==> src/rtl/rf_wb_ctrl.sv <==
// Register-file write-back controller: clears x1..x(DEPTH-1) after reset, then
// arbitrates ALU and load-unit write-backs with alternating priority.
module rf_wb_ctrl #(
  parameter int ADDR_W = 5,
  parameter int DATA_W = 32,
  parameter int DEPTH  = 32
) (
  input  logic              clk,
  input  logic              rst,
  input  logic              alu_valid,
  input  logic [ADDR_W-1:0] alu_addr,
  input  logic [DATA_W-1:0] alu_data,
  output logic              alu_ready,
  input  logic              mem_valid,
  input  logic [ADDR_W-1:0] mem_addr,
  input  logic [DATA_W-1:0] mem_data,
  output logic              mem_ready,
  output logic              rf_wr_en,
  output logic [ADDR_W-1:0] rf_wr_addr,
  output logic [DATA_W-1:0] rf_wr_data,
  output logic              init_busy,
  output logic [15:0]       wr_count
);

  typedef enum logic {
    ST_INIT = 1'b0,
    ST_ARB  = 1'b1
  } state_t;

  // Pointer is one bit wider so it can reach DEPTH when DEPTH == 2**ADDR_W.
  localparam logic [ADDR_W:0] PTR_FIRST = (ADDR_W+1)'(1);
  localparam logic [ADDR_W:0] PTR_END   = (ADDR_W+1)'(DEPTH);

  state_t              state_r, state_s;
  logic [ADDR_W:0]     ptr_r, ptr_s;
  logic                prio_mem_r, prio_mem_s;
  logic                wr_en_r, wr_en_s;
  logic [ADDR_W-1:0]   wr_addr_r, wr_addr_s;
  logic [DATA_W-1:0]   wr_data_r, wr_data_s;
  logic [15:0]         cnt_r, cnt_s;
  logic                alu_ready_s, mem_ready_s;
  logic [ADDR_W-1:0]   sel_addr_s;
  logic [DATA_W-1:0]   sel_data_s;

  // Grant decode: ready is a pure function of current valids and priority.
  always_comb begin
    alu_ready_s = 1'b0;
    mem_ready_s = 1'b0;
    if (!rst && (state_r == ST_ARB)) begin
      alu_ready_s = alu_valid & (~mem_valid | ~prio_mem_r);
      mem_ready_s = mem_valid & (~alu_valid | prio_mem_r);
    end else begin
      alu_ready_s = 1'b0;
      mem_ready_s = 1'b0;
    end
  end

  // Mux of the granted requester's payload.
  always_comb begin
    sel_addr_s = mem_addr;
    sel_data_s = mem_data;
    if (alu_ready_s) begin
      sel_addr_s = alu_addr;
      sel_data_s = alu_data;
    end else begin
      sel_addr_s = mem_addr;
      sel_data_s = mem_data;
    end
  end

  // Next-state and next-output logic for the clear/arbitrate FSM.
  always_comb begin
    state_s    = state_r;
    ptr_s      = ptr_r;
    prio_mem_s = prio_mem_r;
    wr_en_s    = 1'b0;
    wr_addr_s  = wr_addr_r;
    wr_data_s  = wr_data_r;
    cnt_s      = cnt_r;
    case (state_r)
      ST_INIT: begin
        if (ptr_r < PTR_END) begin
          wr_en_s   = 1'b1;
          wr_addr_s = ptr_r[ADDR_W-1:0];
          wr_data_s = {DATA_W{1'b0}};
          ptr_s     = ptr_r + PTR_FIRST;
        end else begin
          state_s = ST_ARB;
        end
      end
      ST_ARB: begin
        if (alu_ready_s || mem_ready_s) begin
          prio_mem_s = alu_ready_s;
          // x0 requests are acknowledged but never reach the register file.
          if (sel_addr_s != {ADDR_W{1'b0}}) begin
            wr_en_s   = 1'b1;
            wr_addr_s = sel_addr_s;
            wr_data_s = sel_data_s;
            if (cnt_r != 16'hFFFF) begin
              cnt_s = cnt_r + 16'd1;
            end else begin
              cnt_s = cnt_r;
            end
          end else begin
            wr_en_s = 1'b0;
          end
        end else begin
          prio_mem_s = prio_mem_r;
        end
      end
      default: begin
        state_s = ST_INIT;
        ptr_s   = PTR_FIRST;
      end
    endcase
  end

  // State and output registers with synchronous reset.
  always_ff @(posedge clk) begin
    if (rst) begin
      state_r    <= ST_INIT;
      ptr_r      <= PTR_FIRST;
      prio_mem_r <= 1'b1;
      wr_en_r    <= 1'b0;
      wr_addr_r  <= {ADDR_W{1'b0}};
      wr_data_r  <= {DATA_W{1'b0}};
      cnt_r      <= 16'd0;
    end else begin
      state_r    <= state_s;
      ptr_r      <= ptr_s;
      prio_mem_r <= prio_mem_s;
      wr_en_r    <= wr_en_s;
      wr_addr_r  <= wr_addr_s;
      wr_data_r  <= wr_data_s;
      cnt_r      <= cnt_s;
    end
  end

  assign alu_ready  = alu_ready_s;
  assign mem_ready  = mem_ready_s;
  assign rf_wr_en   = wr_en_r;
  assign rf_wr_addr = wr_addr_r;
  assign rf_wr_data = wr_data_r;
  assign init_busy  = (state_r == ST_INIT);
  assign wr_count   = cnt_r;

endmodule

==> config.mk <==
export PLATFORM = sky130hd
export DESIGN_NAME = rf_wb_ctrl
export DESIGN_NICKNAME = d
export VERILOG_FILES = /design/src/rtl/rf_wb_ctrl.sv
export SDC_FILE = /design/constraint.sdc
export NUM_CORES = 1
export LEC_CHECK = 0
export ABC_AREA = 0
export ABC_CLOCK_PERIOD_IN_PS = 3480
export CAP_MARGIN = 20
export CORE_UTILIZATION = 30
export DETAILED_ROUTE_END_ITERATION = 8
export PLACE_DENSITY_LB_ADDON = 0.2
export SLEW_MARGIN = 20
export SYNTH_ARGS = -nofsm -noshare
export SYNTH_HDL_FRONTEND = slang
export SYNTH_SLANG_ARGS = --single-unit
==> constraint.sdc <==
create_clock -name clk -period 3.48 [get_ports clk]
set_clock_uncertainty 0.2 [all_clocks]
set_input_delay 0.696 -clock clk [delete_from_list [all_inputs] [get_ports clk]]
set_output_delay 0.696 -clock clk [all_outputs]
set_load 0.005 [all_outputs]
==> summary.md, run 1 <==
| Metric | Value |
|---|---|
| Initial core utilization | 31.3% |
| CTS Buf Count | 9 |
| Cells after synthesis | 349 |
| Post-route ant nets | 0 |
| CTS tree | yes |
| Sequential power share | 48.7% |
| 1st-iter DRT viols | 99 |
| Hold crit path type | reg2reg |
| # setup viols final | 0 |
| Max IR drop VDD | 132 µV |
| Yosys Warn Count | 0 |
| Worst-path fanout max | 10 |
| HP Start | rf_wr_data[27] |
| ANT cells | 0 |
| Overall Power | 1.49 mW |
| Slew Viols, Final | 0 |
| First-pass GRT wire length | 14.2 mm |
| Final Critical Period | 3100 ps |
| Initial antenna violation count | 0 |
| Chip height | 103 µm |
| Slew margin rel. | 42.6% |
| Layout cells sized above 1 | 7.88% |
| Largest delay share family, worst path | buffers and inverters |
| RSZ-0062 raised after global routing | no |
| GP Congestion | 0.781 |
| Sequential share of the synthesized area | 40.2% |
| Slowest CP cell | clkdlybuf4s50_1 |
| Leakage | 1.79 nW |
| Most used flip-flop cell after synthesis | dfxtp_1 |
| Type of the worst setup path | in2out |
| Synth unique cells | 44 |
| WL final | 9.00 mm |
| WL/cell | 14.6 µm |
| Tcrit/Tclk final | 89.2% |
| Status | complete, no violations |
| Area of the mapped netlist | 0.00308 mm² |
| Root buffer cell | clkbuf_8 |
| Syn Nets | 429 |
| PwrDens | 314 mW/mm² |
| Max_cap viols | 0 |
| Gate power share | 9.7% |
| Most common cell on crit path | clkdlybuf4s50_1 |
| Final net count | 558 |
| Syn Area/Cell | 8.84 µm² |
| Largest net degree at the start of global routing | 48 |
| FF-to-FF path depth | 7 |
| Buf+Inv Stages, Crit Path | 3 |
| Clk_lat worst skew | 330 ps |
| Vias in the first global route | 2950 |
| Worst-Margin Slew | 859 ps |
| Critical path capture point type | output port |
| WL met3 | 597 µm |
| Via density | 4.98 |
| Cell Rows | 36 |
| Fraction of registers with async set/reset | 0% |
| H-Tree Level Count | 3 |
| Worst reg2reg path startpoint | state_r |
| Final Hold Viols | 0 |
| Worst path max stage delay | 550 ps |
| Switching power | 0.330 mW |
| Switch share | 22.2% |
| Internal | 1.16 mW |
| GRT Total Usage | 17.5% |
| Residual DRC | 0 |
| Clock power share | 41.6% |
| Core area | 0.00986 mm² |
| Hold path depth | 2 |
| Post-cts sizing count | 0 |
| Startpoint Class | input port |
| CP arrival | 2210 ps |
| Final core utilization | 48.1% |
| Max Used Layer | met4 |
| CP cell instances | clkdlybuf4s50_1 > and3b_1 > nand2_4 > clkinv_4 > clkdlybuf4s50_1 |
| DRT Pass-1 Iters | 5 |
| Levels on crit path | 5 |
| Metal2 WL | 4.25 mm |
| Maximum clock path buffer count | 2 |
| Die Wd | 103 µm |
| Die Area | 0.0107 mm² |
| IO Pins | 135 |
| Worst Setup SP | alu_valid |
| CTS sink count | 62 |
| Post-Route Setup TNS | 0 ps |
| Number of synthesized flops with an enable pin | 0 |
| Post-DP HPWL | 6.49 mm |
| Seq cells post-synth | 62 |
| Number of I/O port buffers | 134 |
| Post-CTS Setup Bufs | 0 |
| FMAX | 322 MHz |
| GRT Residual Overflow | 0 |
| Required time worst endpoint | 2580 ps |
| Via Count | 3065 |
| CTS clk-pin slew, worst paths | 60 ps |
| Synth-to-layout area growth | 53.8% |
| Hold_buf cts | 0 |
| Wire length on met1 | 4.01 mm |
==> power by group through the flow <==
stage | logic (mW) | registers (mW) | clock network, mW
after floorplan | 0.0392 | 0.740 | 0
after global routing | 0.161 | 0.726 | 0.670
after CTS | 0.147 | 0.725 | 0.639
after global placement | 0.144 | 0.741 | 0
final | 0.145 | 0.726 | 0.619
after detailed placement | 0.146 | 0.742 | 0
==> routing by layer <==
metal	GRT usage (%)	up-vias
met1	21.0	1404
met5	0	-
met3	4.30	12
met4	7.04	0
met2	30.0	90
li1	-	1559
==> cells in the mapped netlist, types with 2 or more instances <==
cell / instances / area, µm²
a21oi_1: 17 / 85.1
and3_1: 9 / 56.3
buf_1: 2 / 7.51
buf_2: 10 / 50.1
buf_4: 3 / 22.5
clkbuf_1: 10 / 37.5
dfxtp_1: 62 / 1240
ha_1: 2 / 25.0
inv_1: 5 / 18.8
mux2_2: 4 / 45.0
mux2i_1: 39 / 390
nand2_1: 26 / 97.6
nand2b_1: 2 / 12.5
nand3_1: 44 / 220
nand4_1: 5 / 31.3
nor2_1: 18 / 67.6
nor2b_1: 4 / 25.0
nor4_1: 5 / 31.3
o211ai_1: 5 / 37.5
o21a_1: 2 / 15.0
o21ai_0: 9 / 45.0
o311ai_0: 2 / 17.5
o31ai_1: 29 / 218
o41ai_1: 3 / 26.3
or2_2: 2 / 12.5
or3_1: 4 / 25.0
or4_1: 7 / 52.6
xor2_1: 3 / 26.3
==> final timing paths <==
kind,slack [ps],to
setup reg to reg,1060,rf_wr_data[5]
setup / recovery,380,alu_ready
hold reg to reg,260,rf_wr_data[27]
hold / removal,260,rf_wr_data[27]
==> tightest hold or removal path, stage by stage, from the launching register on <==
cell     delay, ps
dfxtp_1        310
nand2_1         50
mux2i_1         60
==> cells in the final DEF (no fill, tap or decap), types with 5 or more instances in the layout <==
master,netlist,final
nand2_1,26,26
nand3_1,44,44
inv_1,5,5
buf_4,3,10
dfxtp_1,62,62
clkdlybuf4s50_1,0,133
mux2i_1,39,39
o31ai_1,29,29
clkbuf_8,0,10
a21oi_1,17,17
and3_1,9,9
or4_1,7,7
nand4_1,5,5
o21ai_0,9,9
o211ai_1,5,5
nor2_1,18,17
==> sequential cells by signal, indices dropped and copies added (netlist names) <==
| name | flops |
|---|---|
| prio_mem_r | 1 |
| ptr_r | 6 |
| rf_wr_addr | 5 |
| rf_wr_data | 32 |
| rf_wr_en | 1 |
| state_r | 1 |
| wr_count | 16 |
==> metrics by stage <==
step / setup WS [ps] / hold slack, ps / instances / instance area (µm²)
4_1_cts: 364 / 267 / 615 / 4740
3_5_place_dp: 296 / 255 / 600 / 4550
5_1_grt: 266 / 278 / 615 / 4740
3_3_place_gp: 305 / 246 / 600 / 4550
6_report: 377 / 263 / 615 / 4740
2_1_floorplan: 1090 / 255 / 349 / 3080
==> final cells by class <==
type | instances | area [µm²]
Multi-Input combinational cell | 255 | 1710
Tap cell | 133 | 166
Timing Repair Buffer | 144 | 1410
Clock buffer | 11 | 141
Sequential cell | 62 | 1240
Clock inverter | 4 | 47.5
Inverter | 6 | 27.5
Fill cell | 911 | 5120
==> cell families (layout without fill, tap and decap cells) <==
logic type / Yosys count / in the layout / synth area share, %
and+or+nand+nor: 132 / 132 / 22.0
AOI/OAI and AO/OA: 74 / 74 / 16.6
DFF: 62 / 62 / 40.2
muxes: 43 / 43 / 14.1
buffers and inverters: 32 / 165 / 5.07
xor gates and xnor gates: 4 / 4 / 1.14
adders and majority gates: 2 / 2 / 0.811
Note: power is estimated with default switching activity, not from simulation.
==> run 2: changes to the inputs <==
--- a/config.mk
+++ b/config.mk
@@ -11,6 +11,7 @@
 export CORE_UTILIZATION = 30
 export DETAILED_ROUTE_END_ITERATION = 8
 export PLACE_DENSITY_LB_ADDON = 0.2
+export SKIP_LAST_GASP = 1
 export SLEW_MARGIN = 20
 export SYNTH_ARGS = -nofsm -noshare
 export SYNTH_HDL_FRONTEND = slang
==> results of run 2 <==
Final layout, timing and power as in run 1 (identical DEF).
==> run 3: changes to the inputs <==
--- a/config.mk
+++ b/config.mk
@@ -16,3 +16,4 @@
 export SYNTH_ARGS = -nofsm -noshare
 export SYNTH_HDL_FRONTEND = slang
 export SYNTH_SLANG_ARGS = --single-unit
+export TNS_END_PERCENT = 30
==> results of run 3 <==
Final layout, timing and power as in run 1 (identical DEF).
